[config.mk]
export PLATFORM = sky130hd
export DESIGN_NAME = uart_boot_ctrl
export DESIGN_NICKNAME = d
export VERILOG_FILES = /design/src/rtl/boot_pkg.sv /design/src/rtl/boot_word_packer.sv /design/src/rtl/uart_boot_ctrl.sv
export SDC_FILE = /design/constraint.sdc
export NUM_CORES = 1
export LEC_CHECK = 0
export CAP_MARGIN = 20
export CORE_MARGIN = 1.5
export CORE_UTILIZATION = 52
export DETAILED_ROUTE_END_ITERATION = 6
export PLACE_DENSITY = 0.8
export SLEW_MARGIN = 20
export SYNTH_ARGS = -nofsm -noshare
export SYNTH_HDL_FRONTEND = slang
export SYNTH_SLANG_ARGS = --single-unit
[constraint.sdc]
create_clock -name clk -period 2.1 [get_ports clk]
set_input_delay 0.21 -clock clk [delete_from_list [all_inputs] [get_ports clk]]
set_output_delay 0.21 -clock clk [all_outputs]
set_load 0.1 [all_outputs]
[src/rtl/boot_pkg.sv]
// Shared types and constants for the UART boot-load sequencer.
package boot_pkg;

    // Width of one instruction-memory word.
    localparam int BOOT_WORD_W = 32;

    // Default terminator word that ends a load; never written to memory.
    localparam logic [BOOT_WORD_W-1:0] BOOT_END_WORD = 32'h1111_1111;

    // Sequencer states.
    typedef enum logic [2:0] {
        IDLE  = 3'd0,
        LOAD  = 3'd1,
        DRAIN = 3'd2,
        DONE  = 3'd3,
        ERROR = 3'd4
    } boot_state_t;

endpackage

[src/rtl/boot_word_packer.sv]
// Packs a byte stream into 32-bit words, first byte in [31:24].
// The completed word and its strobe are presented combinationally together
// with the fourth byte, so the controller can act on the same clock edge.
module boot_word_packer
    import boot_pkg::*;
(
    input  logic                   clk,
    input  logic                   reset_n,
    input  logic                   clear,
    input  logic                   byte_valid,
    input  logic [7:0]             byte_in,
    output logic [BOOT_WORD_W-1:0] word,
    output logic                   word_valid
);

    // Only the three most recent bytes need storage; the fourth is byte_in.
    logic [23:0] pack;
    logic [1:0]  byte_cnt;

    assign word       = {pack, byte_in};
    assign word_valid = byte_valid && (byte_cnt == 2'd3);

    // Shift in accepted bytes; clear discards any partial word.
    always_ff @(posedge clk or negedge reset_n) begin
        if (!reset_n) begin
            pack     <= '0;
            byte_cnt <= '0;
        end else if (clear) begin
            pack     <= '0;
            byte_cnt <= '0;
        end else if (byte_valid) begin
            pack     <= word[23:0];
            byte_cnt <= byte_cnt + 2'd1;
        end
    end

endmodule

[src/rtl/uart_boot_ctrl.sv]
// Boot-load sequencer: packs UART bytes into words, writes them to
// consecutive instruction-memory addresses over a one-slot valid/ready port,
// and releases the CPU from reset once the terminator word arrives.
// Optional idle timeout in LOAD is enabled by defining BOOT_TIMEOUT_EN.
module uart_boot_ctrl
    import boot_pkg::*;
#(
    parameter int                     ADDR_W         = 10,
    parameter logic [BOOT_WORD_W-1:0] END_WORD       = BOOT_END_WORD,
    parameter int                     TIMEOUT_CYCLES = 1_000_000
) (
    input  logic                   clk,
    input  logic                   reset_n,
    input  logic                   rx_valid,
    input  logic [7:0]             rx_byte,
    input  logic                   reload_req,
    output logic                   mem_we,
    input  logic                   mem_ready,
    output logic [ADDR_W-1:0]      mem_addr,
    output logic [BOOT_WORD_W-1:0] mem_wdata,
    output logic                   cpu_reset_n,
    output logic                   load_done,
    output logic                   load_error,
    output logic [ADDR_W:0]        word_count
);

    localparam logic [ADDR_W:0] CAPACITY = {1'b1, {ADDR_W{1'b0}}};

    boot_state_t            state;
    boot_state_t            next_state;
    logic [BOOT_WORD_W-1:0] word;
    logic                   word_valid;
    logic                   byte_take;
    logic                   accept;
    logic                   load_slot;
    logic                   timeout;
    logic                   done_d;
    logic                   error_d;

    // Bytes are only consumed while collecting; a simultaneous reload drops them.
    assign byte_take = rx_valid && !reload_req && (state == IDLE || state == LOAD);
    assign accept    = mem_we && mem_ready;
    // The single write slot must already be empty; a same-cycle accept does not free it.
    assign load_slot = (state == LOAD) && word_valid && (word != END_WORD) &&
                       !mem_we && (word_count != CAPACITY) && !reload_req;

    boot_word_packer u_packer (
        .clk        (clk),
        .reset_n    (reset_n),
        .clear      (reload_req),
        .byte_valid (byte_take),
        .byte_in    (rx_byte),
        .word       (word),
        .word_valid (word_valid)
    );

`ifdef BOOT_TIMEOUT_EN
    localparam int TMO_W = $clog2(TIMEOUT_CYCLES + 1);
    logic [TMO_W-1:0] idle_cnt;

    // Count consecutive LOAD cycles without a byte; zero outside LOAD.
    always_ff @(posedge clk or negedge reset_n) begin
        if (!reset_n) begin
            idle_cnt <= '0;
        end else if (reload_req || rx_valid || state != LOAD) begin
            idle_cnt <= '0;
        end else begin
            idle_cnt <= idle_cnt + 1'b1;
        end
    end

    assign timeout = (state == LOAD) && !rx_valid &&
                     (idle_cnt == TMO_W'(TIMEOUT_CYCLES - 1));
`else
    logic unused_timeout_cfg;
    assign unused_timeout_cfg = (TIMEOUT_CYCLES != 0);
    assign timeout            = 1'b0;
`endif

    // State register.
    always_ff @(posedge clk or negedge reset_n) begin
        if (!reset_n) begin
            state <= IDLE;
        end else begin
            state <= next_state;
        end
    end

    // Next-state decision; reload overrides everything.
    always_comb begin
        next_state = state;
        case (state)
            IDLE: begin
                if (byte_take) next_state = LOAD;
            end
            LOAD: begin
                if (word_valid) begin
                    if (word == END_WORD) begin
                        // Skip DRAIN when nothing is left waiting after this edge.
                        next_state = (mem_we && !mem_ready) ? DRAIN : DONE;
                    end else if (mem_we) begin
                        next_state = ERROR;
                    end else if (word_count == CAPACITY) begin
                        next_state = ERROR;
                    end
                end else if (timeout) begin
                    next_state = ERROR;
                end
            end
            DRAIN: begin
                if (!mem_we || mem_ready) next_state = DONE;
            end
            DONE:    next_state = DONE;
            ERROR:   next_state = ERROR;
            default: next_state = IDLE;
        endcase
        if (reload_req) next_state = IDLE;
    end

    // Status values derived from the state being entered, so they register in step.
    always_comb begin
        done_d  = (next_state == DONE);
        error_d = (next_state == ERROR);
    end

    // Registered status outputs.
    always_ff @(posedge clk or negedge reset_n) begin
        if (!reset_n) begin
            cpu_reset_n <= 1'b0;
            load_done   <= 1'b0;
            load_error  <= 1'b0;
        end else begin
            cpu_reset_n <= done_d;
            load_done   <= done_d;
            load_error  <= error_d;
        end
    end

    // Write slot, address and word counter.
    always_ff @(posedge clk or negedge reset_n) begin
        if (!reset_n) begin
            mem_we     <= 1'b0;
            mem_addr   <= '0;
            mem_wdata  <= '0;
            word_count <= '0;
        end else if (reload_req) begin
            mem_we     <= 1'b0;
            mem_addr   <= '0;
            word_count <= '0;
        end else begin
            if (accept) begin
                mem_we     <= 1'b0;
                mem_addr   <= mem_addr + 1'b1;
                word_count <= word_count + 1'b1;
            end
            if (load_slot) begin
                mem_we    <= 1'b1;
                mem_wdata <= word;
            end
            if (next_state == ERROR) mem_we <= 1'b0;
        end
    end

endmodule

==> impl_metrics.toml <==
[sta]
worst_slack_ns = 0.114
slew_viol_final = 0
rsz0062_at_grt = "no"
max_slew.worst_pin.slew_ns = 0.563
finalSetupViolCount = 0
finClkSkew_ns = 0.0125
maxSlewHeadroom_pct = 62.5
finalHoldViolCount = 0
fmax_ghz = 0.503
period_share_pct = 94.6
final.min_clock_period_ns = 1.99

[clock_network]
clkSlewWorstSetupHoldPaths_ns = 0.08
cts_buffer_depth = 2
post_cts_buffers = 0
cts_buffers = 9
cts_htree_levels = 3
cts_tree = "yes"
cts_num_sinks = 85
cts_root_buf = "clkbuf_8"
clk_latency_ns = 0.35

[setup_path]
r2r.worst_path.cells = 5
cp.required_ns = 2.33
path_class = "reg -> reg"
crit_path_start_kind = "flop"
crit_fanout = 20
arrival_ns = 2.21
end_kind = "flop"

[yosys]
synthFlopType = "dfrtp_1"
syn_nets = 289
syn_inst = 272
synth_seq_area_share_pct = 58.2
ys_types = 33
avgSynthCellArea_um2 = 13.4
yosys.area.top_type_share_pct = 58.2
yosysWarnings = 0
yosysTopAreaCell = "dfrtp_1"
yosys-top-cells-area = "dfrtp_1 58%, mux2_4 12%, a22o_1 6.2%"
syn_area_um2 = 3650
synth-edff-count = 0
synth-seq-cells = 85
synth_async_sr_flop_share_pct = 100

[placed_design]
place_inst = 440
pre_cts_slack_ns = -0.185
dp_hpwl_um = 4850
place_congestion = 0.830
io_buffers = 69

[global_route]
grt_max_degree = 45
antenna_found_initial = 0
grt_pass1_wl_um = 11800
grt_pass1_vias = 2315
grt_util_all_layers_pct = 20.4
grt_overflow = 0

[floorplanning]
num_rows = 30
coreArea_um2 = 6790
dieArea_um2 = 7540
die_height_um = 86.8
floorplan.initialDensity_pct = 53.8
die_w_um = 86.8
boundaryPins = 70

[power]
switching_share_pct = 23.0
vdd_ir_drop_max_mv = 0.472
power_frac_seq_pct = 50.5
leakage_nw = 2.43
clock_power_share_pct = 41.5
switching_power_uw = 775
power_frac_comb_pct = 8.0
power_mw = 3.36
power.density_nw_per_um2 = 715
p_int_mw = 2.59

[cells_and_area]
n_antenna_cell = 0
drive_gt1_share_pct = 38.0
seq_area_um2 = 2140
area_growth_pct = 28.8
final_common_cell = "dfrtp_1"
multiInputGateArea_um2 = 1470
instances_no_fill = 457
fin_nets = 373
final_cell_mix = "76 x dfrtp_1, 71 x buf_4, 29 x mux2_4, 27 x nor2_1, 26 x a22o_1"
final.fill_count = 481

[routing]
wl_met2_um = 3310
drc = 0
wire_per_inst_um = 15.6
drt_iter0_drc = 141
top_layer_used = "met4"
ant_nets = 0
met1_length_um = 3430
first_pass_iters = 4
num_vias = 2429
route.met3.wl_um = 262
routed_wl_um = 7140
vias_per_cell = 5.32

[min_path]
min_path_type = "in -> async"

[flow_run]
drv_cap = 0

[outcome]
run_status = "complete, no violations"
[worst max-delay path, stage by stage (launching register included)]
cell      delay, ns
dfrtp_1        0.44
nor4b_1        0.33
nand4_1        0.25
o211ai_4       0.30
buf_12         0.23
mux2_4         0.32
[state kept, by name (all words and copies together) (netlist names)]
name	cells
u_packer.byte_cnt	2
load_error	1
u_packer.pack	24
mem_we	1
word_count	11
state	3
mem_addr	10
mem_wdata	32
load_done	1
[logic make-up (layout without fill, tap and decap cells)]
logic type                 count (synthesis)  after routing  share of synthesized area [%]
DFF                                       85             85                           58.2
xor gates and xnor gates                  20             20                           4.79
adders and majority gates                  4              4                           1.37
buffers and inverters                     16            105                           2.40
AOI/OAI and AO/OA                         37             37                           8.63
and+or+nand+nor                           78             78                           11.7
muxes                                     32             32                           12.8
[cell usage after synthesis, types with 4 or more instances]
| library cell | instances |
|---|---|
| a22o_1 | 26 |
| and3_1 | 10 |
| clkbuf_1 | 8 |
| dfrtp_1 | 85 |
| ha_1 | 4 |
| mux2_4 | 29 |
| nand2_1 | 15 |
| nand4_1 | 5 |
| nor2_1 | 27 |
| nor4b_1 | 10 |
| xnor2_1 | 7 |
| xor2_1 | 13 |
[final timing paths]
path / slack (ns) / startpoint / endpoint
worst max-delay path: 0.11 / u_packer.pack[11] / mem_wdata[24]
worst min-delay path: 0.41 / reset_n / mem_addr[2]
worst max register to register: 0.11 / u_packer.pack[11] / mem_wdata[24]
worst min register to register: 0.52 / mem_wdata[28] / mem_wdata[28]
max in group asynchronous: 1.09 / reset_n / mem_wdata[25]
min in group clk: 0.52 / mem_wdata[28] / mem_wdata[28]
[routing by layer]
layer  vias up  GRT usage, %
met5         -             0
li1       1148             -
met4         0          7.48
met3        14          4.19
met2        52          29.5
met1      1215          30.6
[power by group through the flow]
stage | registers [mW] | logic, mW | clock network [mW]
2_1_floorplan | 1.80 | 0.0736 | 0
3_3_place_gp | 1.73 | 0.263 | 0
3_5_place_dp | 1.73 | 0.267 | 0
4_1_cts | 1.70 | 0.270 | 1.42
5_1_grt | 1.70 | 0.289 | 1.50
6_report | 1.70 | 0.269 | 1.40
[area by class of cell]
type,instances,area share (%)
sequential,85,45.5
clock buffer,11,3.00
timing repair buffer,86,15.2
clock inverter,5,2.26
tap,96,2.55
multi-input combinational,171,31.2
inverter,3,0.239
[per-stage QoR]
step / util (%) / cell area, µm² / hold slack, ns / setup TNS, ns
CTS: 68.8 / 4670 / 0.417 / 0
global placement: 65.0 / 4420 / 0.241 / -2.56
detailed placement: 65.0 / 4420 / 0.243 / -4.99
floorplan: - / 3670 / -0.0856 / 0
finish: 69.3 / 4710 / 0.405 / 0
global route: 69.3 / 4710 / 0.448 / 0
[what timing repair did]
action | 4_1_cts | 5_1_grt
gates resized for setup | 0 | 5
endpoints found under the setup margin | 0 | 32
hold endpoints to repair | 43 | 0
hold buffers | 1 | 0
Note: power is estimated with default switching activity, not from simulation.
